===== config.mk =====
export PLATFORM = sky130hd
export DESIGN_NAME = dot_accum_fp_flat
export DESIGN_NICKNAME = d
export VERILOG_FILES = /design/src/rtl/dot_fp_pkg.sv /design/src/rtl/dot_accum_fp_if.sv /design/src/rtl/dot_accum_fp_align_add.sv /design/src/rtl/dot_accum_fp.sv /design/src/flat_wrapper.sv
export SDC_FILE = /design/constraint.sdc
export NUM_CORES = 1
export LEC_CHECK = 0
export BUFFER_PORTS_ARGS = -buffer_cell sky130_fd_sc_hd__buf_2
export CORE_ASPECT_RATIO = 1.25
export CORE_MARGIN = 10
export CORE_UTILIZATION = 30
export CTS_CLUSTER_DIAMETER = 50
export DETAILED_ROUTE_END_ITERATION = 7
export PLACE_DENSITY = 0.49
export SYNTH_ARGS = -nofsm -noshare
export SYNTH_HDL_FRONTEND = slang
export SYNTH_SLANG_ARGS = --single-unit

===== constraint.sdc =====
create_clock -name i_clk -period 8.8 [get_ports i_clk]
set_input_delay 1.76 -clock i_clk [delete_from_list [all_inputs] [get_ports i_clk]]
set_output_delay 1.76 -clock i_clk [all_outputs]
set_load 0.03 [all_outputs]

===== src/rtl/dot_fp_pkg.sv =====
// dot_fp_pkg: shared accumulator FSM states and scale-range helpers.
package dot_fp_pkg;
  typedef enum logic {ACC, OUT} acc_state_t;
  localparam int scale_width_d = 8;
  function automatic int scale_max(int w);
    return 2 ** (w - 1) - 1;
  endfunction
  function automatic int scale_min(int w);
    return -(2 ** (w - 1));
  endfunction
endpackage


===== src/rtl/dot_accum_fp_if.sv =====
// dot_accum_fp_if: beat input and result output handshakes of the accumulator.
interface dot_accum_fp_if #(
  parameter int dp_width = 19,
  parameter int scale_width = 8,
  parameter int acc_width = 24,
  parameter int cnt_width = 8
);
  logic i_valid, o_ready, i_last, o_valid, i_ready, o_ovf;
  logic signed [dp_width-1:0] i_dp;
  logic signed [scale_width-1:0] i_scale, o_scale;
  logic signed [acc_width-1:0] o_acc;
  logic [cnt_width-1:0] o_count;
  modport slave (
    input i_valid, i_dp, i_scale, i_last, i_ready,
    output o_ready, o_valid, o_acc, o_scale, o_count, o_ovf
  );
  modport master (
    output i_valid, i_dp, i_scale, i_last, i_ready,
    input o_ready, o_valid, o_acc, o_scale, o_count, o_ovf
  );
endinterface


===== src/rtl/dot_accum_fp_align_add.sv =====
// acc_align_add: aligns a scaled operand to the running sum, adds, and renormalises on overflow.
module acc_align_add import dot_fp_pkg::*; #(
  parameter int dp_width = 19,
  parameter int scale_width = 8,
  parameter int acc_width = 24
) (
  input  logic signed [acc_width-1:0]   acc,
  input  logic signed [scale_width-1:0] scale,
  input  logic signed [dp_width-1:0]    operand,
  input  logic signed [scale_width-1:0] op_scale,
  input  logic                          empty,
  output logic signed [acc_width-1:0]   sum,
  output logic signed [scale_width-1:0] sum_scale,
  output logic                          sat
);
  localparam logic signed [scale_width-1:0] s_max = scale_width'(scale_max(scale_width));
  logic signed [acc_width-1:0] opnd, a, b;
  logic signed [scale_width:0] d;
  logic [scale_width:0] sh;
  logic signed [scale_width-1:0] rs;
  logic signed [acc_width:0] s;
  logic up, keep_op, norm;
  always_comb begin
    opnd = acc_width'(operand);
    d = (scale_width+1)'(op_scale) - (scale_width+1)'(scale);
    up = !d[scale_width] && d != '0;
    sh = up ? d : -d;
    keep_op = empty || acc == '0 || up;
    a = (empty || acc == '0) ? '0 : up ? acc >>> sh : acc;
    b = keep_op ? opnd : opnd >>> sh;
    rs = keep_op ? op_scale : scale;
    s = (acc_width+1)'(a) + (acc_width+1)'(b);
    norm = s[acc_width] ^ s[acc_width-1];
    sat = norm && rs == s_max;
    sum = norm ? s[acc_width:1] : s[acc_width-1:0];
    sum_scale = (norm && !sat) ? rs + scale_width'(1) : rs;
  end
endmodule


===== src/rtl/dot_accum_fp.sv =====
// dot_accum_fp: accumulates (dot product, scale) beats of a vector into one normalised
// (value, scale) result and holds it under a valid/ready handshake.
module dot_accum_fp import dot_fp_pkg::*; #(
  parameter int dp_width = 19,
  parameter int scale_width = scale_width_d,
  parameter int acc_width = 24,
  parameter int cnt_width = 8
) (
  input logic i_clk,
  input logic i_rst_n,
  dot_accum_fp_if.slave bus
);
  acc_state_t state;
  logic signed [acc_width-1:0] acc, sum;
  logic signed [scale_width-1:0] scale, sum_scale;
  logic [cnt_width-1:0] cnt, cnt_n;
  logic ovf, empty, sat;
  assign cnt_n = empty ? cnt_width'(1) : &cnt ? cnt : cnt + cnt_width'(1);
  acc_align_add #(.dp_width(dp_width), .scale_width(scale_width), .acc_width(acc_width)) u_add (
    .acc(acc), .scale(scale), .operand(bus.i_dp), .op_scale(bus.i_scale), .empty(empty),
    .sum(sum), .sum_scale(sum_scale), .sat(sat)
  );
  always_ff @(posedge i_clk or negedge i_rst_n)
    if (!i_rst_n) begin
      state <= ACC;
      acc <= '0;
      scale <= '0;
      cnt <= '0;
      ovf <= 1'b0;
      empty <= 1'b1;
      bus.o_ready <= 1'b1;
      bus.o_valid <= 1'b0;
      bus.o_acc <= '0;
      bus.o_scale <= '0;
      bus.o_count <= '0;
      bus.o_ovf <= 1'b0;
    end else if (state == ACC) begin
      if (bus.i_valid) begin
        acc <= sum;
        scale <= sum_scale;
        cnt <= cnt_n;
        ovf <= ovf | sat;
        empty <= 1'b0;
        if (bus.i_last) begin
          state <= OUT;
          bus.o_ready <= 1'b0;
          bus.o_valid <= 1'b1;
          bus.o_acc <= sum;
          bus.o_scale <= sum_scale;
          bus.o_count <= cnt_n;
          bus.o_ovf <= ovf | sat;
        end
      end
    end else if (bus.i_ready) begin
      state <= ACC;
      acc <= '0;
      ovf <= 1'b0;
      empty <= 1'b1;
      bus.o_ready <= 1'b1;
      bus.o_valid <= 1'b0;
      bus.o_ovf <= 1'b0;
    end
endmodule

===== src/flat_wrapper.sv =====
// flat-port wrapper written by rule: the top's interface ports become plain ports
module dot_accum_fp_flat import dot_fp_pkg::*;
#(
  parameter int dp_width = 19,
  parameter int scale_width = scale_width_d,
  parameter int acc_width = 24,
  parameter int cnt_width = 8
)
  (i_clk, i_rst_n, bus_i_valid, bus_i_dp, bus_i_scale, bus_i_last, bus_i_ready, bus_o_ready, bus_o_valid, bus_o_acc, bus_o_scale, bus_o_count, bus_o_ovf);
  dot_accum_fp_if #(.dp_width(dp_width), .scale_width(scale_width), .acc_width(acc_width), .cnt_width(cnt_width)) bus_i ();
  input logic i_clk;
  input logic i_rst_n;
  input wire logic [$bits(bus_i.i_valid)-1:0] bus_i_valid;
  input wire logic [$bits(bus_i.i_dp)-1:0] bus_i_dp;
  input wire logic [$bits(bus_i.i_scale)-1:0] bus_i_scale;
  input wire logic [$bits(bus_i.i_last)-1:0] bus_i_last;
  input wire logic [$bits(bus_i.i_ready)-1:0] bus_i_ready;
  output wire logic [$bits(bus_i.o_ready)-1:0] bus_o_ready;
  output wire logic [$bits(bus_i.o_valid)-1:0] bus_o_valid;
  output wire logic [$bits(bus_i.o_acc)-1:0] bus_o_acc;
  output wire logic [$bits(bus_i.o_scale)-1:0] bus_o_scale;
  output wire logic [$bits(bus_i.o_count)-1:0] bus_o_count;
  output wire logic [$bits(bus_i.o_ovf)-1:0] bus_o_ovf;
  assign bus_i.i_valid = bus_i_valid;
  assign bus_i.i_dp = bus_i_dp;
  assign bus_i.i_scale = bus_i_scale;
  assign bus_i.i_last = bus_i_last;
  assign bus_i.i_ready = bus_i_ready;
  assign bus_o_ready = bus_i.o_ready;
  assign bus_o_valid = bus_i.o_valid;
  assign bus_o_acc = bus_i.o_acc;
  assign bus_o_scale = bus_i.o_scale;
  assign bus_o_count = bus_i.o_count;
  assign bus_o_ovf = bus_i.o_ovf;
  dot_accum_fp #(.dp_width(dp_width), .scale_width(scale_width), .acc_width(acc_width), .cnt_width(cnt_width)) u_core (.i_clk(i_clk), .i_rst_n(i_rst_n), .bus(bus_i));
endmodule

* Yosys cells after proc, flatten, opt, wreduce, memory -nomap -nowiden *
Cells that the tools add are included.

storage, ports and cells
  register bits after elaboration = 86
  input bits = 32
  output and inout port bits = 43
  word-level logic and storage cells = 71

cells by class
  $add $sub $neg = 5
  equality and inequality tests = 2
  shift-type cells = 2
  mux-type cells = 31
  bitwise operators = 3
  reduce and logical (&&, ||, !) cells = 16

operators by type and width
  operator             number
  $mux 24              7
  $mux 8               4
  $add 24x24->25       1
  $logic_not 24->1     1
  $sshr 19x9->24       1
  $sshr 24x9->24       1
  $mux 1               19
  $mux 9               1
  $neg 9->9            1
  $reduce_bool 9->1    1
  $sub 8x8->9          1
  $add 8x1->8 const B  1
  $add 8x2->8 const B  1
  $eq 8x8->1 const B   1
  $reduce_and 8->1     1
  $reduce_and 3->1     2
  $reduce_and 2->1     2
  $reduce_bool 2->1    2
  $logic_and 1x1->1    3
  $logic_not 1->1      2
  $logic_or 1x1->1     2
  $ne 2x2->1 const B   1
  $not 1->1            1
  $or 1x1->1           1
  $xor 1x1->1          1

* Logic depth before layout (Yosys ltp) *
Gate-level depths: netlist of the first run.

  word-level depth = 14
  gate-level depth with buffers = 35
  mapped depth without buffers = 33

* Hierarchy *
Synthesis of the first run repeated with hierarchy kept, for this count alone.

second synthesis, totals
  cell total of the unflattened synthesis = 966
  area, all modules = 8714.6 um^2

by module, submodules not included
  module         instances  cells an instance  area each (um^2)  sequential area each (um^2)
  acc_align_add  1          691                5157.4            0.0
  dot_accum_fp   1          275                3557.2            2154.6

* Worst setup path before layout of the first run *
No wires, ideal clock.

  path kind = input-to-reg
  start = input bus_i_scale[0]
  end = register u_core.acc[18]
  library setup time = 0.133 ns
  arrival time = 8.988 ns
  data required time = 8.667 ns
  path slack = -0.322 ns
  cell stages on the path = 35
  buffers on the path = 4
  cell sequence = inv_1 > ha_1 > inv_1 > fa_1 > inv_1 > ha_1 > nand3b_1 > mux2_2 > nor4_2 > a21o_4 > mux2i_4 > buf_6 > buf_2 > mux4_2 > o221ai_1 > nand2_1 > nand4_1 > nand3_1 > ha_1 > fa_1 > a21o_1 > a21oi_1 > o21bai_1 > a2111oi_0 > o311a_1 > o41ai_1 > a221oi_1 > o211ai_1 > o21ai_0 > ha_1 > clkbuf_1 > inv_2 > buf_1 > mux2i_1 > o21ai_0

between the ends
  word-level cells in the longest chain between the ends = 12
  elaborated cells between the ends (all ways) = 17
  those cells by class = 3 x add/sub; 2 x shift; 7 x mux; 1 x bitwise; 4 x reduce/logical

RTL lines
  what                                               RTL line                      RTL
  from (decl)                                        flat_wrapper.sv:15            input wire logic [$bits(bus_i.i_scale)-1:0] bus_i_scale;
  $sub 8x8->9 *                                      dot_accum_fp_align_add.sv:25  d = (scale_width+1)'(op_scale) - (scale_width+1)'(scale);
  branches (longest 6 deep; another with $neg 9->9)  --
  $add 24x24->25 *                                   dot_accum_fp_align_add.sv:32  s = (acc_width+1)'(a) + (acc_width+1)'(b);
  $xor 1x1->1                                        dot_accum_fp_align_add.sv:33  norm = s[acc_width] ^ s[acc_width-1];
  $mux 24 *                                          dot_accum_fp_align_add.sv:35  sum = norm ? s[acc_width:1] : s[acc_width-1:0];
  $mux 24 *                                          dot_accum_fp.sv:38            if (bus.i_valid) begin
  $mux 24 *                                          dot_accum_fp.sv:37            end else if (state == ACC) begin
  to (signal assigned)                               dot_accum_fp.sv:39            acc <= sum;
  to (decl)                                          dot_accum_fp.sv:14            logic signed [acc_width-1:0] acc, sum;

Every way passes the cells marked *. The select of a mux whose other input is x is not followed.
A chain may end at the register's enable or synchronous reset.

* Worst setup path after layout of the first run *
  start = input bus_i_scale[0]
  end = register u_core.scale[4]

between the ends
  word-level cells in the longest chain between the ends = 13
  elaborated cells between the ends (all ways) = 21
  those cells by class = 4 x add/sub; 1 x eq/ne; 2 x shift; 6 x mux; 1 x bitwise; 7 x reduce/logical

RTL lines
  what                                                     RTL line                      RTL
  branches (longest 12 deep; another with $add 24x24->25)  --
  $mux 8 *                                                 dot_accum_fp_align_add.sv:36  sum_scale = (norm && !sat) ? rs + scale_width'(1) : rs;
  to (signal assigned)                                     dot_accum_fp.sv:40            scale <= sum_scale;
  to (decl)                                                dot_accum_fp.sv:15            logic signed [scale_width-1:0] scale, sum_scale;

Every way passes the cells marked *.

==> results of run 1 <==
-- per-layer routing --
layer  vias up  routed length, um  track usage
met5         -                  0            0
met4         0               1058      0.07147
met3        70               1650      0.02636
met2       285              15680       0.2936
met1      4354              14490       0.2257
li1       4471                  -            -
-- synth_stat cells (all sizes together), types with 13 or more instances --
cell type / instances / area [um2]
a21oi: 69 / 360.3
a21o: 20 / 157.6
nor3: 24 / 125.1
buf: 21 / 130.1
mux4: 25 / 563.0
inv: 26 / 97.59
and3: 16 / 100.1
a221oi: 13 / 120.1
a22oi: 19 / 142.6
nand3: 27 / 140.1
dfrtp: 84 / 2102
mux2i: 52 / 533.0
clkbuf: 43 / 161.4
nor2: 69 / 266.5
xor2: 17 / 148.9
a31oi: 14 / 93.84
o21ai: 106 / 530.5
xnor2: 23 / 201.4
nor4: 13 / 93.84
ha: 38 / 475.5
nand2: 179 / 674.4
-- final timing paths --
path / start / to / slack [ns] / cells past startpoint
max: bus_i_scale[0] / u_core.scale[4]$_DFFE_PN0P_ / 0.31 / 36
min: u_core.bus.o_ready$_DFFE_PN1P_ / u_core.bus.o_ready$_DFFE_PN1P_ / 0.46 / 2
max reg2reg: u_core.scale[0]$_DFFE_PN0P_ / u_core.scale[4]$_DFFE_PN0P_ / 1.41 / 34
min reg2reg: u_core.bus.o_ready$_DFFE_PN1P_ / u_core.bus.o_ready$_DFFE_PN1P_ / 0.46 / 2
max in group asynchronous: i_rst_n / u_core.bus.o_count[0]$_DFFE_PN0P_ / 6.37 / 2
min in group asynchronous: i_rst_n / u_core.bus.o_acc[15]$_DFFE_PN0P_ / 1.25 / 1
-- logic make-up (layout without fill, tap and decap cells) --
kind of cell	after synthesis	count (layout)	synth area share
simple gates	375	375	0.1965
compound gates	349	349	0.2702
buf+inv	90	335	0.04476
mux	88	88	0.1412
flops	86	86	0.2478
fa+ha+maj	40	40	0.05930
xor+xnor	40	40	0.04030
-- critical path: cells and delay by family --
family	cells	cell delay (ns)
AOI/OAI and AO/OA	14	2.59
adders and majority gates	5	1.45
buffers and inverters	10	1.28
muxes	3	1.01
and+or+nand+nor	4	0.60
-- registers in the layout (all words and copies together), names as in the netlist, 8 cells and up --
name                cells
u_core.scale            8
u_core.bus.o_scale      8
u_core.acc             24
u_core.bus.o_acc       24
u_core.cnt              8
u_core.bus.o_count      8
-- per-stage QoR --
stage	utilization	hold WS [ns]	setup WS, ns	std cells
detailed placement	0.3803	0.4485	-0.4469	1636
global route	0.4044	0.4977	-0.01012	1668
CTS	0.3923	0.4612	0.04785	1652
global placement	0.3803	0.4456	-0.3452	1636
floorplan	-	0.4710	0.004235	1068
finish	0.4044	0.4587	0.3113	1668
-- final cells by class --
class / count / area share
inverter: 26 / 0.008687
tap: 355 / 0.03855
multi-input combinational: 892 / 0.5548
clock inverter: 6 / 0.005864
clock buffer: 10 / 0.02074
sequential: 86 / 0.1870
timing repair buffer: 293 / 0.1844
-- repair_timing --
item                                    4_1_cts  5_1_grt
gates resized for setup                       6       46
endpoints found under the setup margin       32       64
buffers inserted                              0       15
pin swaps                                     1       16
gates cloned                                  0        1
==> impl_results.html, run 1 <==
<table>
<tr><th>Metric</th><th>Value</th></tr>
<tr><th colspan="2">Run status</th></tr>
<tr><td>Status</td><td>completed</td></tr>
<tr><th colspan="2">Cells and area</th></tr>
<tr><td>Area added between synthesis and finish</td><td>32.54%</td></tr>
<tr><td>Sequential Area</td><td>0.002155 mm2</td></tr>
<tr><td>Share of cells above drive strength 1</td><td>0.3130</td></tr>
<tr><td>Number of inserted diodes</td><td>0</td></tr>
<tr><td>Leading cell type in the layout, fill and taps excluded</td><td>sky130_fd_sc_hd__buf_4</td></tr>
<tr><td>Most used cells in the layout excluding fill and tap cells</td><td>sky130_fd_sc_hd__buf_4 (208), sky130_fd_sc_hd__nand2_1 (177), sky130_fd_sc_hd__o21ai_0 (95), sky130_fd_sc_hd__dfrtp_1 (84), sky130_fd_sc_hd__buf_2 (73)</td></tr>
<tr><td>Final Cell Area</td><td>0.01152 mm2</td></tr>
<tr><td>Multi-input logic area</td><td>0.006392 mm2</td></tr>
<tr><td>Final net count</td><td>1,380</td></tr>
<tr><td>FILL cells</td><td>2,942</td></tr>
<tr><th colspan="2">Placement</th></tr>
<tr><td>Weighted congestion reported at the end of routability-driven placement</td><td>0.9348</td></tr>
<tr><td>Area post-placement</td><td>0.01083 mm2</td></tr>
<tr><td>Count of buffers inserted at the top-level ports</td><td>74</td></tr>
<tr><td>Sum of net half-perimeters after detailed placement</td><td>25.76 mm</td></tr>
<tr><th colspan="2">Timing</th></tr>
<tr><td>Final hold violations</td><td>0</td></tr>
<tr><td>Skew final</td><td>0.01071 ns</td></tr>
<tr><td>Final number of max-transition violations</td><td>0</td></tr>
<tr><td>Highest clock frequency the design can meet</td><td>117.8 MHz</td></tr>
<tr><td>Actual slew at the worst max-slew pin</td><td>0.9570 ns</td></tr>
<tr><td>Rel. slew slack</td><td>0.3620</td></tr>
<tr><td>Period utilisation layout</td><td>0.9646</td></tr>
<tr><td>Post-route minimum period</td><td>8.489 ns</td></tr>
<tr><td>Setup Viol. Count Final</td><td>0</td></tr>
<tr><td>Setup Total Neg Slack</td><td>0 ns</td></tr>
<tr><th colspan="2">Setup path</th></tr>
<tr><td>Sort of element at the start of the critical path</td><td>input pin</td></tr>
<tr><td>Sort of element at the end of the critical path</td><td>flip-flop</td></tr>
<tr><td>CP peak stage delay</td><td>0.45 ns</td></tr>
<tr><td>Maximum fanout encountered on the critical timing path</td><td>7</td></tr>
<tr><td>Critical path data required time</td><td>9.01 ns</td></tr>
<tr><td>Classification of the worst setup path</td><td>input pin to flip-flop</td></tr>
<tr><td>Slowest cell on the critical path</td><td>sky130_fd_sc_hd__fa_2</td></tr>
<tr><td>Most frequent cell on the critical path</td><td>sky130_fd_sc_hd__buf_4</td></tr>
<tr><td>Signal arrival time at the worst endpoint</td><td>8.70 ns</td></tr>
<tr><th colspan="2">Yosys</th></tr>
<tr><td>Flops &amp; latches, synth</td><td>86</td></tr>
<tr><td>Portion of the post-synthesis area used by sequential elements</td><td>0.2478</td></tr>
<tr><td>Synthesized netlist net count</td><td>1,140</td></tr>
<tr><td>Post-Synthesis Cell Area</td><td>0.008693 mm2</td></tr>
<tr><td>Number of cells produced by synthesis</td><td>1,068</td></tr>
<tr><td>Netlist cell types</td><td>90</td></tr>
<tr><td>Most used flip-flop cell after synthesis</td><td>sky130_fd_sc_hd__dfrtp_1</td></tr>
<tr><td>Post-synthesis area per instance</td><td>8.140 um2</td></tr>
<tr><td>Number of flops mapped to enable cells by yosys</td><td>0</td></tr>
<tr><td>Share of synthesized registers carrying an async set or reset</td><td>1.000</td></tr>
<tr><td>Yosys Warn Count</td><td>0</td></tr>
<tr><th colspan="2">Die</th></tr>
<tr><td>Core outline area</td><td>0.02849 mm2</td></tr>
<tr><td>Num ports</td><td>75</td></tr>
<tr><td>Horizontal extent of the die</td><td>172.3 um</td></tr>
<tr><td>Core Rows</td><td>69</td></tr>
<tr><td>Initial Util</td><td>0.3051</td></tr>
<tr><td>Die height</td><td>210.3 um</td></tr>
<tr><td>Die area</td><td>0.03623 mm2</td></tr>
<tr><th colspan="2">GRT</th></tr>
<tr><td>Number of global-route vias before repair</td><td>9,248</td></tr>
<tr><td>First-pass GRT wire length</td><td>50.97 mm</td></tr>
<tr><td>Combined global-route utilization of all metal layers</td><td>0.1774</td></tr>
<tr><td>Largest net degree at the start of global routing</td><td>75</td></tr>
<tr><td>Remaining Overflow, GRT</td><td>0</td></tr>
<tr><td>Initial antenna violation count</td><td>0</td></tr>
<tr><th colspan="2">Routing</th></tr>
<tr><td>Routed vias/inst</td><td>5.504</td></tr>
<tr><td>Post-detailed-route count of antenna-violating nets</td><td>0</td></tr>
<tr><td>Number of detailed-route iterations in the first pass</td><td>6</td></tr>
<tr><td>Final Routed Wirelength</td><td>32.88 mm</td></tr>
<tr><td>Total vias in the final route</td><td>9,180</td></tr>
<tr><td>Routed length per instance</td><td>19.71 um</td></tr>
<tr><td># DRC</td><td>0</td></tr>
<tr><td>First-iteration detailed-routing DRC count</td><td>591</td></tr>
<tr><th colspan="2">Worst hold path</th></tr>
<tr><td>Classification of the worst-slack hold path</td><td>flip-flop to flip-flop</td></tr>
<tr><th colspan="2">Clock network</th></tr>
<tr><td>Cts bufs inserted</td><td>9</td></tr>
<tr><td>Reg clk slew, reported paths</td><td>0.07 ns</td></tr>
<tr><td>Buffer depth of the longest clock path</td><td>2</td></tr>
<tr><td>Number of clock sinks</td><td>86</td></tr>
<tr><td>Quantity of hold-fixing buffers added after cts</td><td>0</td></tr>
<tr><td>Root buffer cell</td><td>sky130_fd_sc_hd__clkbuf_16</td></tr>
<tr><td>Number of H-tree levels</td><td>3</td></tr>
<tr><td>Clock insertion delay at the later pin of the skew report</td><td>0.35 ns</td></tr>
<tr><td>Clock tree from TritonCTS</td><td>done</td></tr>
<tr><th colspan="2">Flow run</th></tr>
<tr><td>Max-cap violations</td><td>0</td></tr>
</table>
Power of run 1 is left out: the tool's default activity adds up to more than one toggle a clock period on the data nets, which glitch-free logic cannot reach.
==> run 2: changes to the inputs <==
- ABC_AREA: default -> 1
==> impl_results.html, run 2 <==
<table>
<tr><th>Metric</th><th>Value</th></tr>
<tr><th colspan="2">Run status</th></tr>
<tr><td>Status</td><td>completed</td></tr>
<tr><th colspan="2">Setup path</th></tr>
<tr><td>Signal arrival time at the worst endpoint</td><td>8.40 ns (-0.30 ns)</td></tr>
<tr><td>CP peak stage delay</td><td>0.51 ns (+0.06 ns)</td></tr>
<tr><td>Beginning of the critical path</td><td>bus_i_scale[0]</td></tr>
<tr><td>Startpoint of the worst register-to-register path</td><td>u_core.scale[0]$_DFFE_PN0P_</td></tr>
<tr><td>Maximum fanout encountered on the critical timing path</td><td>19 (+12)</td></tr>
<tr><td>Worst Reg2Reg Path Length in Cells</td><td>43 (+26%)</td></tr>
<tr><td>Slowest cell on the critical path</td><td>sky130_fd_sc_hd__fa_1</td></tr>
<tr><td>Critical path data required time</td><td>9.05 ns (+0.04 ns)</td></tr>
<tr><td>Sort of element at the end of the critical path</td><td>flip-flop</td></tr>
<tr><td>Sort of element at the start of the critical path</td><td>input pin</td></tr>
<tr><td>Classification of the worst setup path</td><td>input pin to flip-flop</td></tr>
<tr><th colspan="2">Timing</th></tr>
<tr><td>Highest clock frequency the design can meet</td><td>122.8 MHz (+4.2%)</td></tr>
<tr><td>Final hold violations</td><td>0 (unchanged)</td></tr>
<tr><td>Post-route minimum period</td><td>8.143 ns (-0.3459 ns)</td></tr>
<tr><td>Setup Total Neg Slack</td><td>0 ns (unchanged)</td></tr>
<tr><td>Post-route worst hold slack</td><td>0.4606 ns (+0.001885 ns)</td></tr>
<tr><td>Skew final</td><td>0.008634 ns (-0.002072 ns)</td></tr>
<tr><td>Setup repair after global routing missed its margin</td><td>no</td></tr>
<tr><td>Rel. slew slack</td><td>0.4505 (+0.08851)</td></tr>
<tr><td>Actual slew at the worst max-slew pin</td><td>0.8192 ns (-0.1378 ns)</td></tr>
<tr><td>Setup Viol. Count Final</td><td>0 (unchanged)</td></tr>
<tr><td>Final number of max-transition violations</td><td>0 (unchanged)</td></tr>
<tr><td>Period utilisation layout</td><td>0.9253 (-0.03931)</td></tr>
<tr><th colspan="2">Yosys</th></tr>
<tr><td>Commonest cells in the synthesized netlist</td><td>sky130_fd_sc_hd__nand2_1 (395), sky130_fd_sc_hd__nand3_1 (227), sky130_fd_sc_hd__inv_1 (114), sky130_fd_sc_hd__dfrtp_1 (84), sky130_fd_sc_hd__o21ai_0 (82)</td></tr>
<tr><td>Yosys Warn Count</td><td>0 (unchanged)</td></tr>
<tr><td>Post-Synthesis Cell Area</td><td>0.008690 mm2 (about the same)</td></tr>
<tr><td>Portion of the post-synthesis area used by sequential elements</td><td>0.2479 (about the same)</td></tr>
<tr><td>Leading post-synthesis cells by cell area</td><td>sky130_fd_sc_hd__dfrtp_1 (24%), sky130_fd_sc_hd__nand2_1 (17%), sky130_fd_sc_hd__nand3_1 (13%), sky130_fd_sc_hd__ha_1 (5.5%), sky130_fd_sc_hd__inv_1 (4.9%)</td></tr>
<tr><td>Share of synthesized registers carrying an async set or reset</td><td>1.000 (unchanged)</td></tr>
<tr><td>Flops &amp; latches, synth</td><td>86 (unchanged)</td></tr>
<tr><td>Synth top area share</td><td>0.2419 (about the same)</td></tr>
<tr><td>Most frequent cell after synthesis</td><td>sky130_fd_sc_hd__nand2_1</td></tr>
<tr><td>Most used flip-flop cell after synthesis</td><td>sky130_fd_sc_hd__dfrtp_1</td></tr>
<tr><td>Post-synthesis area per instance</td><td>6.456 um2 (-21%)</td></tr>
<tr><td>Netlist cell types</td><td>61 (-32%)</td></tr>
<tr><td>Leading area contributor after synthesis</td><td>sky130_fd_sc_hd__dfrtp_1</td></tr>
<tr><td>Number of flops mapped to enable cells by yosys</td><td>0 (unchanged)</td></tr>
<tr><td>Synthesized netlist net count</td><td>1,418 (+24%)</td></tr>
<tr><td>Number of cells produced by synthesis</td><td>1,346 (+26%)</td></tr>
<tr><th colspan="2">Clock network</th></tr>
<tr><td>Number of clock sinks</td><td>86 (unchanged)</td></tr>
<tr><td>Cts bufs inserted</td><td>9 (unchanged)</td></tr>
<tr><td>Root buffer cell</td><td>sky130_fd_sc_hd__clkbuf_16</td></tr>
<tr><td>Cts repair resizes</td><td>0 (-6)</td></tr>
<tr><td>Reg clk slew, reported paths</td><td>0.07 ns (about the same)</td></tr>
<tr><td>Buffer depth of the longest clock path</td><td>2 (unchanged)</td></tr>
<tr><td>Post-CTS Setup Bufs</td><td>0 (unchanged)</td></tr>
<tr><td>Clock tree from TritonCTS</td><td>done</td></tr>
<tr><td>Clock insertion delay at the later pin of the skew report</td><td>0.35 ns (about the same)</td></tr>
<tr><td>Number of H-tree levels</td><td>3 (unchanged)</td></tr>
<tr><td>Quantity of hold-fixing buffers added after cts</td><td>0 (unchanged)</td></tr>
<tr><th colspan="2">GRT</th></tr>
<tr><td>First-pass GRT wire length</td><td>50.16 mm (-1.6%)</td></tr>
<tr><td>Initial antenna violation count</td><td>0 (unchanged)</td></tr>
<tr><td>Remaining Overflow, GRT</td><td>0 (unchanged)</td></tr>
<tr><td>Largest net degree at the start of global routing</td><td>69 (-8.0%)</td></tr>
<tr><td>Number of global-route vias before repair</td><td>9,227 (-0.23%)</td></tr>
<tr><td>Combined global-route utilization of all metal layers</td><td>0.1740 (-0.003393)</td></tr>
<tr><th colspan="2">Routing</th></tr>
<tr><td>Routed vias/inst</td><td>5.246 (-4.7%)</td></tr>
<tr><td># DRC</td><td>0 (unchanged)</td></tr>
<tr><td>Post-detailed-route count of antenna-violating nets</td><td>0 (unchanged)</td></tr>
<tr><td>Routed length per instance</td><td>17.77 um (-9.8%)</td></tr>
<tr><td>Number of detailed-route iterations in the first pass</td><td>5 (-1)</td></tr>
<tr><td>Total vias in the final route</td><td>9,286 (+1.2%)</td></tr>
<tr><td>First-iteration detailed-routing DRC count</td><td>791 (+34%)</td></tr>
<tr><td>Final Routed Wirelength</td><td>31.45 mm (-4.3%)</td></tr>
<tr><th colspan="2">Placement</th></tr>
<tr><td>Cell count after placement</td><td>1,754 (+7.2%)</td></tr>
<tr><td>Weighted congestion reported at the end of routability-driven placement</td><td>0.9218 (-1.4%)</td></tr>
<tr><td>Sum of net half-perimeters after detailed placement</td><td>24.68 mm (-4.2%)</td></tr>
<tr><td>Count of buffers inserted at the top-level ports</td><td>74 (unchanged)</td></tr>
<tr><th colspan="2">Die</th></tr>
<tr><td>Core Rows</td><td>69 (unchanged)</td></tr>
<tr><td>Die height</td><td>210.3 um (about the same)</td></tr>
<tr><td>Core outline area</td><td>0.02849 mm2 (unchanged)</td></tr>
<tr><td>Initial Util</td><td>0.3050 (about the same)</td></tr>
<tr><td>Die area</td><td>0.03622 mm2 (about the same)</td></tr>
<tr><td>Horizontal extent of the die</td><td>172.2 um (about the same)</td></tr>
<tr><td>Num ports</td><td>75 (unchanged)</td></tr>
<tr><th colspan="2">Cells and area</th></tr>
<tr><td>Most used cells in the layout excluding fill and tap cells</td><td>sky130_fd_sc_hd__nand2_1 (394), sky130_fd_sc_hd__nand3_1 (227), sky130_fd_sc_hd__inv_1 (114), sky130_fd_sc_hd__dfrtp_1 (84), sky130_fd_sc_hd__o21ai_0 (82)</td></tr>
<tr><td>Final net count</td><td>1,482 (+7.4%)</td></tr>
<tr><td>Leading cell type in the layout, fill and taps excluded</td><td>sky130_fd_sc_hd__nand2_1</td></tr>
<tr><td>Finished Layout Cells</td><td>1,770 (+6.1%)</td></tr>
<tr><td>Area added between synthesis and finish</td><td>12.71%</td></tr>
<tr><td>Core utilization of the finished layout</td><td>0.3438 (-0.06065)</td></tr>
<tr><td>Share of cells above drive strength 1</td><td>0.1456 (-0.1674)</td></tr>
<tr><td>Largest registers</td><td>u_core.acc x24, u_core.bus.o_acc x24</td></tr>
<tr><td>Number of inserted diodes</td><td>0 (unchanged)</td></tr>
<tr><th colspan="2">Flow run</th></tr>
<tr><td>Max-cap violations</td><td>0 (unchanged)</td></tr>
<tr><th colspan="2">Worst hold path</th></tr>
<tr><td>Cell depth of the worst hold path</td><td>2 (unchanged)</td></tr>
<tr><td>Classification of the worst-slack hold path</td><td>flip-flop to flip-flop</td></tr>
<tr><td>Worst hold path startpoint</td><td>u_core.bus.o_ready$_DFFE_PN1P_</td></tr>
</table>
-- run 2: changes by cell type after synthesis, moves of 17 or more --
| cell | before | now |
|---|---|---|
| sky130_fd_sc_hd__o21ai_1 | 4 | 46 |
| sky130_fd_sc_hd__a21oi_1 | 67 | 44 |
| sky130_fd_sc_hd__mux2i_1 | 51 | 2 |
| sky130_fd_sc_hd__inv_1 | 25 | 114 |
| sky130_fd_sc_hd__nor2_1 | 66 | 45 |
| sky130_fd_sc_hd__nand3_1 | 26 | 227 |
| sky130_fd_sc_hd__nand2_1 | 178 | 395 |
| sky130_fd_sc_hd__o21ai_0 | 102 | 82 |
| sky130_fd_sc_hd__a21o_1 | 19 | 2 |
| sky130_fd_sc_hd__mux4_2 | 25 | 0 |
-- run 2: through the flow --
stage	setup slack, ns	area [um2]
after floorplan	0.7981	8690
after global placement	0.3395	9512
after detailed placement	0.2825	9512
after CTS	0.6288	9786
after global routing	0.04917	9794
final	0.6572	9794
-- run 2: worst paths after layout --
path / endpoint / slack [ns]
max in group asynchronous: u_core.bus.o_acc[11]$_DFFE_PN0P_ / 6.38
max reg2reg: u_core.scale[2]$_DFFE_PN0P_ / 1.82
max: u_core.scale[2]$_DFFE_PN0P_ / 0.66
min reg2reg: u_core.bus.o_ready$_DFFE_PN1P_ / 0.46
min in group asynchronous: u_core.bus.o_count[2]$_DFFE_PN0P_ / 1.31
min: u_core.bus.o_ready$_DFFE_PN1P_ / 0.46
-- run 2: routing by layer --
metal	global-route usage	wire, um
met1	0.2221	13990
met2	0.2940	15310
met3	0.01889	1251
met4	0.06581	911
met5	0	0
-- run 2: cell families after synthesis --
kind of cell	after synthesis	share of synthesized area
adders and majority gates	40	0.05932
DFF	86	0.2479
buffers and inverters	194	0.09561
muxes	2	0.002304
AOI/OAI and AO/OA	246	0.1644
and+or+nand+nor	750	0.3974
xor gates and xnor gates	28	0.03297
-- run 2: layout make-up --
cell class	instances	area (um2)
fillers	3171	18700
multi-input cells	1066	5727
flip-flops and latches	86	2155
repair buffers	112	683.2
inverters	135	511.7
well taps	355	444.2
clock buffers	9	225.2
clock inverters	7	48.80
-- run 2: critical path: cells and delay by family --
| kind | cells | cell delay (ns) |
|---|---|---|
| buffers and inverters | 13 | 1.35 |
| AND/OR/NAND/NOR | 15 | 1.76 |
| adder cells (fa/ha/maj) | 5 | 1.43 |
| XOR/XNOR | 1 | 0.14 |
| AO/OA/AOI/OAI | 11 | 1.90 |
Power of run 2 is left out for the same reason.
==> run 3: changes to the inputs <==
==> constraint.sdc (replaced) <==
create_clock -name i_clk -period 8.8 [get_ports i_clk]
set_input_delay 0 -clock i_clk [delete_from_list [all_inputs] [get_ports i_clk]]
set_output_delay 0 -clock i_clk [all_outputs]
set_load 0.03 [all_outputs]
==> impl_results.html, run 3 (synthesis results as in run 2) <==
<table>
<tr><th>Metric</th><th>Value</th></tr>
<tr><th colspan="2">Timing</th></tr>
<tr><td>Setup Total Neg Slack</td><td>0 ns (unchanged)</td></tr>
<tr><td>Setup Viol. Count Final</td><td>0 (unchanged)</td></tr>
<tr><td>Final number of max-transition violations</td><td>0 (unchanged)</td></tr>
<tr><td>Period utilisation layout</td><td>0.8957 (-0.02964)</td></tr>
<tr><td>Highest clock frequency the design can meet</td><td>126.9 MHz (+3.3%)</td></tr>
<tr><td>Setup repair after global routing missed its margin</td><td>no</td></tr>
<tr><td>Post-route minimum period</td><td>7.882 ns (-0.2608 ns)</td></tr>
<tr><td>Rel. slew slack</td><td>0.4482 (-0.002342)</td></tr>
<tr><td>Actual slew at the worst max-slew pin</td><td>0.8227 ns (+0.003491 ns)</td></tr>
<tr><td>Final hold violations</td><td>0 (unchanged)</td></tr>
<tr><td>Skew final</td><td>0.01540 ns (+0.006761 ns)</td></tr>
<tr><th colspan="2">Clock network</th></tr>
<tr><td>Reg clk slew, reported paths</td><td>0.07 ns (about the same)</td></tr>
<tr><td>Cts bufs inserted</td><td>9 (unchanged)</td></tr>
<tr><td>Clock insertion delay at the later pin of the skew report</td><td>0.35 ns (about the same)</td></tr>
<tr><td>Clock tree from TritonCTS</td><td>done</td></tr>
<tr><td>Root buffer cell</td><td>sky130_fd_sc_hd__clkbuf_16</td></tr>
<tr><td>Buffer depth of the longest clock path</td><td>2 (unchanged)</td></tr>
<tr><td>Number of clock sinks</td><td>86 (unchanged)</td></tr>
<tr><td>Number of H-tree levels</td><td>3 (unchanged)</td></tr>
<tr><td>Post-CTS Setup Bufs</td><td>0 (unchanged)</td></tr>
<tr><th colspan="2">Die</th></tr>
<tr><td>Initial Util</td><td>0.3050 (unchanged)</td></tr>
<tr><td>Core outline area</td><td>0.02849 mm2 (unchanged)</td></tr>
<tr><td>Die height</td><td>210.3 um (unchanged)</td></tr>
<tr><td>Num ports</td><td>75 (unchanged)</td></tr>
<tr><td>Core Rows</td><td>69 (unchanged)</td></tr>
<tr><td>Horizontal extent of the die</td><td>172.2 um (unchanged)</td></tr>
<tr><td>Die area</td><td>0.03622 mm2 (unchanged)</td></tr>
<tr><th colspan="2">Setup path</th></tr>
<tr><td>R2r setup slk</td><td>0.92 ns (-0.90 ns)</td></tr>
<tr><td>Classification of the worst setup path</td><td>flip-flop to flip-flop</td></tr>
<tr><td>Slowest cell on the critical path</td><td>sky130_fd_sc_hd__fa_1</td></tr>
<tr><td>Buffer and inverter count on the worst path</td><td>6 (-7)</td></tr>
<tr><td>Startpoint of the worst register-to-register path</td><td>u_core.scale[0]$_DFFE_PN0P_</td></tr>
<tr><td>Cell family with most CP delay</td><td>simple AND/OR/NAND/NOR gates</td></tr>
<tr><td>Signal arrival time at the worst endpoint</td><td>8.17 ns (-0.23 ns)</td></tr>
<tr><td>Sort of element at the start of the critical path</td><td>flip-flop</td></tr>
<tr><td>Worst Reg2Reg Path Length in Cells</td><td>46 (+7.0%)</td></tr>
<tr><td>Maximum fanout encountered on the critical timing path</td><td>35 (+16)</td></tr>
<tr><td>RR Endpoint</td><td>u_core.scale[7]$_DFFE_PN0P_</td></tr>
<tr><td>CP peak stage delay</td><td>0.47 ns (-0.04 ns)</td></tr>
<tr><td>Beginning of the critical path</td><td>u_core.scale[0]$_DFFE_PN0P_</td></tr>
<tr><td>Sort of element at the end of the critical path</td><td>flip-flop</td></tr>
<tr><td>Most frequent cell on the critical path</td><td>sky130_fd_sc_hd__nand2_1</td></tr>
<tr><td>Critical path data required time</td><td>9.08 ns (+0.03 ns)</td></tr>
<tr><th colspan="2">Flow run</th></tr>
<tr><td>Max-cap violations</td><td>0 (unchanged)</td></tr>
<tr><th colspan="2">Worst hold path</th></tr>
<tr><td>Classification of the worst-slack hold path</td><td>input pin to async pin</td></tr>
<tr><th colspan="2">GRT</th></tr>
<tr><td>Combined global-route utilization of all metal layers</td><td>0.1683 (-0.005749)</td></tr>
<tr><td>Number of global-route vias before repair</td><td>9,033 (-2.1%)</td></tr>
<tr><td>Remaining Overflow, GRT</td><td>0 (unchanged)</td></tr>
<tr><td>First-pass GRT wire length</td><td>48.76 mm (-2.8%)</td></tr>
<tr><td>Largest net degree at the start of global routing</td><td>69 (unchanged)</td></tr>
<tr><td>Initial antenna violation count</td><td>0 (unchanged)</td></tr>
<tr><th colspan="2">Cells and area</th></tr>
<tr><td>Share of cells above drive strength 1</td><td>0.1240 (-0.02157)</td></tr>
<tr><td>Final net count</td><td>1,454 (-1.9%)</td></tr>
<tr><td>Core utilization of the finished layout</td><td>0.3358 (-0.007949)</td></tr>
<tr><td>Leading cell type in the layout, fill and taps excluded</td><td>sky130_fd_sc_hd__nand2_1</td></tr>
<tr><td>FILL cells</td><td>3,212 (+1.3%)</td></tr>
<tr><td>Number of inserted diodes</td><td>0 (unchanged)</td></tr>
<tr><td>Area added between synthesis and finish</td><td>10.11%</td></tr>
<tr><td>Multi-input logic area</td><td>0.005718 mm2 (-0.15%)</td></tr>
<tr><td>Sequential Area</td><td>0.002155 mm2 (unchanged)</td></tr>
<tr><td>Largest registers</td><td>u_core.acc x24, u_core.bus.o_acc x24</td></tr>
<tr><td>Most used cells in the layout excluding fill and tap cells</td><td>sky130_fd_sc_hd__nand2_1 (394), sky130_fd_sc_hd__nand3_1 (227), sky130_fd_sc_hd__inv_1 (114), sky130_fd_sc_hd__dfrtp_1 (84), sky130_fd_sc_hd__o21ai_0 (82)</td></tr>
<tr><th colspan="2">Routing</th></tr>
<tr><td>Routed vias/inst</td><td>5.273 (+0.51%)</td></tr>
<tr><td>Total vias in the final route</td><td>9,186 (-1.1%)</td></tr>
<tr><td>Number of detailed-route iterations in the first pass</td><td>5 (unchanged)</td></tr>
<tr><td>Post-detailed-route count of antenna-violating nets</td><td>0 (unchanged)</td></tr>
<tr><td># DRC</td><td>0 (unchanged)</td></tr>
<tr><td>First-iteration detailed-routing DRC count</td><td>657 (-17%)</td></tr>
<tr><td>Final Routed Wirelength</td><td>30.56 mm (-2.9%)</td></tr>
<tr><td>Routed length per instance</td><td>17.54 um (-1.3%)</td></tr>
<tr><th colspan="2">Placement</th></tr>
<tr><td>Weighted congestion reported at the end of routability-driven placement</td><td>0.9051 (-1.8%)</td></tr>
<tr><td>Count of buffers inserted at the top-level ports</td><td>74 (unchanged)</td></tr>
<tr><td>Sum of net half-perimeters after detailed placement</td><td>24.02 mm (-2.7%)</td></tr>
<tr><th colspan="2">Run status</th></tr>
<tr><td>Status</td><td>completed</td></tr>
</table>
-- run 3: changes by cell type in the layout (fill, tap and decap cells not counted), sizes merged --
cell	previous run	this run
bufinv	0	1
inv	133	132
clkbuf	9	13
clkinv	8	4
dlygate4sd3	0	2
buf	112	82
-- run 3: worst max-delay path by stage --
stage,to,depth (start not counted)
6_report,u_core.scale[7]$_DFFE_PN0P_,46
4_1_cts,u_core.scale[7]$_DFFE_PN0P_,46
2_1_floorplan,u_core.bus.o_scale[7]$_DFFE_PN0P_,44
3_5_place_dp,u_core.scale[7]$_DFFE_PN0P_,43
3_3_place_gp,u_core.scale[7]$_DFFE_PN0P_,46
5_1_grt,u_core.scale[7]$_DFFE_PN0P_,46
-- run 3: final cells by class --
type,count,share of cell area
multi-input combinational,1066,0.5976
tap,355,0.04642
sequential,86,0.2252
clock buffer,13,0.02511
clock inverter,3,0.004838
timing repair buffer,84,0.04734
inverter,135,0.05349
-- run 3: metrics by stage --
step                instance area [um2]  hold WS [ns]  std cells  setup slack (ns)
floorplan                          8690       -0.2956       1346             2.213
global placement                   9261      -0.05938       1724             1.069
detailed placement                 9261      -0.06492       1724            0.9378
CTS                                9568        0.1149       1742            0.9051
global route                       9568        0.1318       1742            0.1972
finish                             9568        0.1040       1742            0.9180
-- run 3: repair_timing --
item | 4_1_cts | 5_1_grt
hold endpoints to repair | 27 | 0
gates resized for setup | 0 | 0
hold buffers | 2 | 0
setup endpoints to repair | 0 | 0
-- run 3: metal layers --
layer | wire length, um | global-route usage
met3 | 1162 | 0.01963
met4 | 966 | 0.06015
met5 | 0 | 0
met1 | 13620 | 0.2133
met2 | 14810 | 0.2865
Power of run 3 is left out for the same reason.
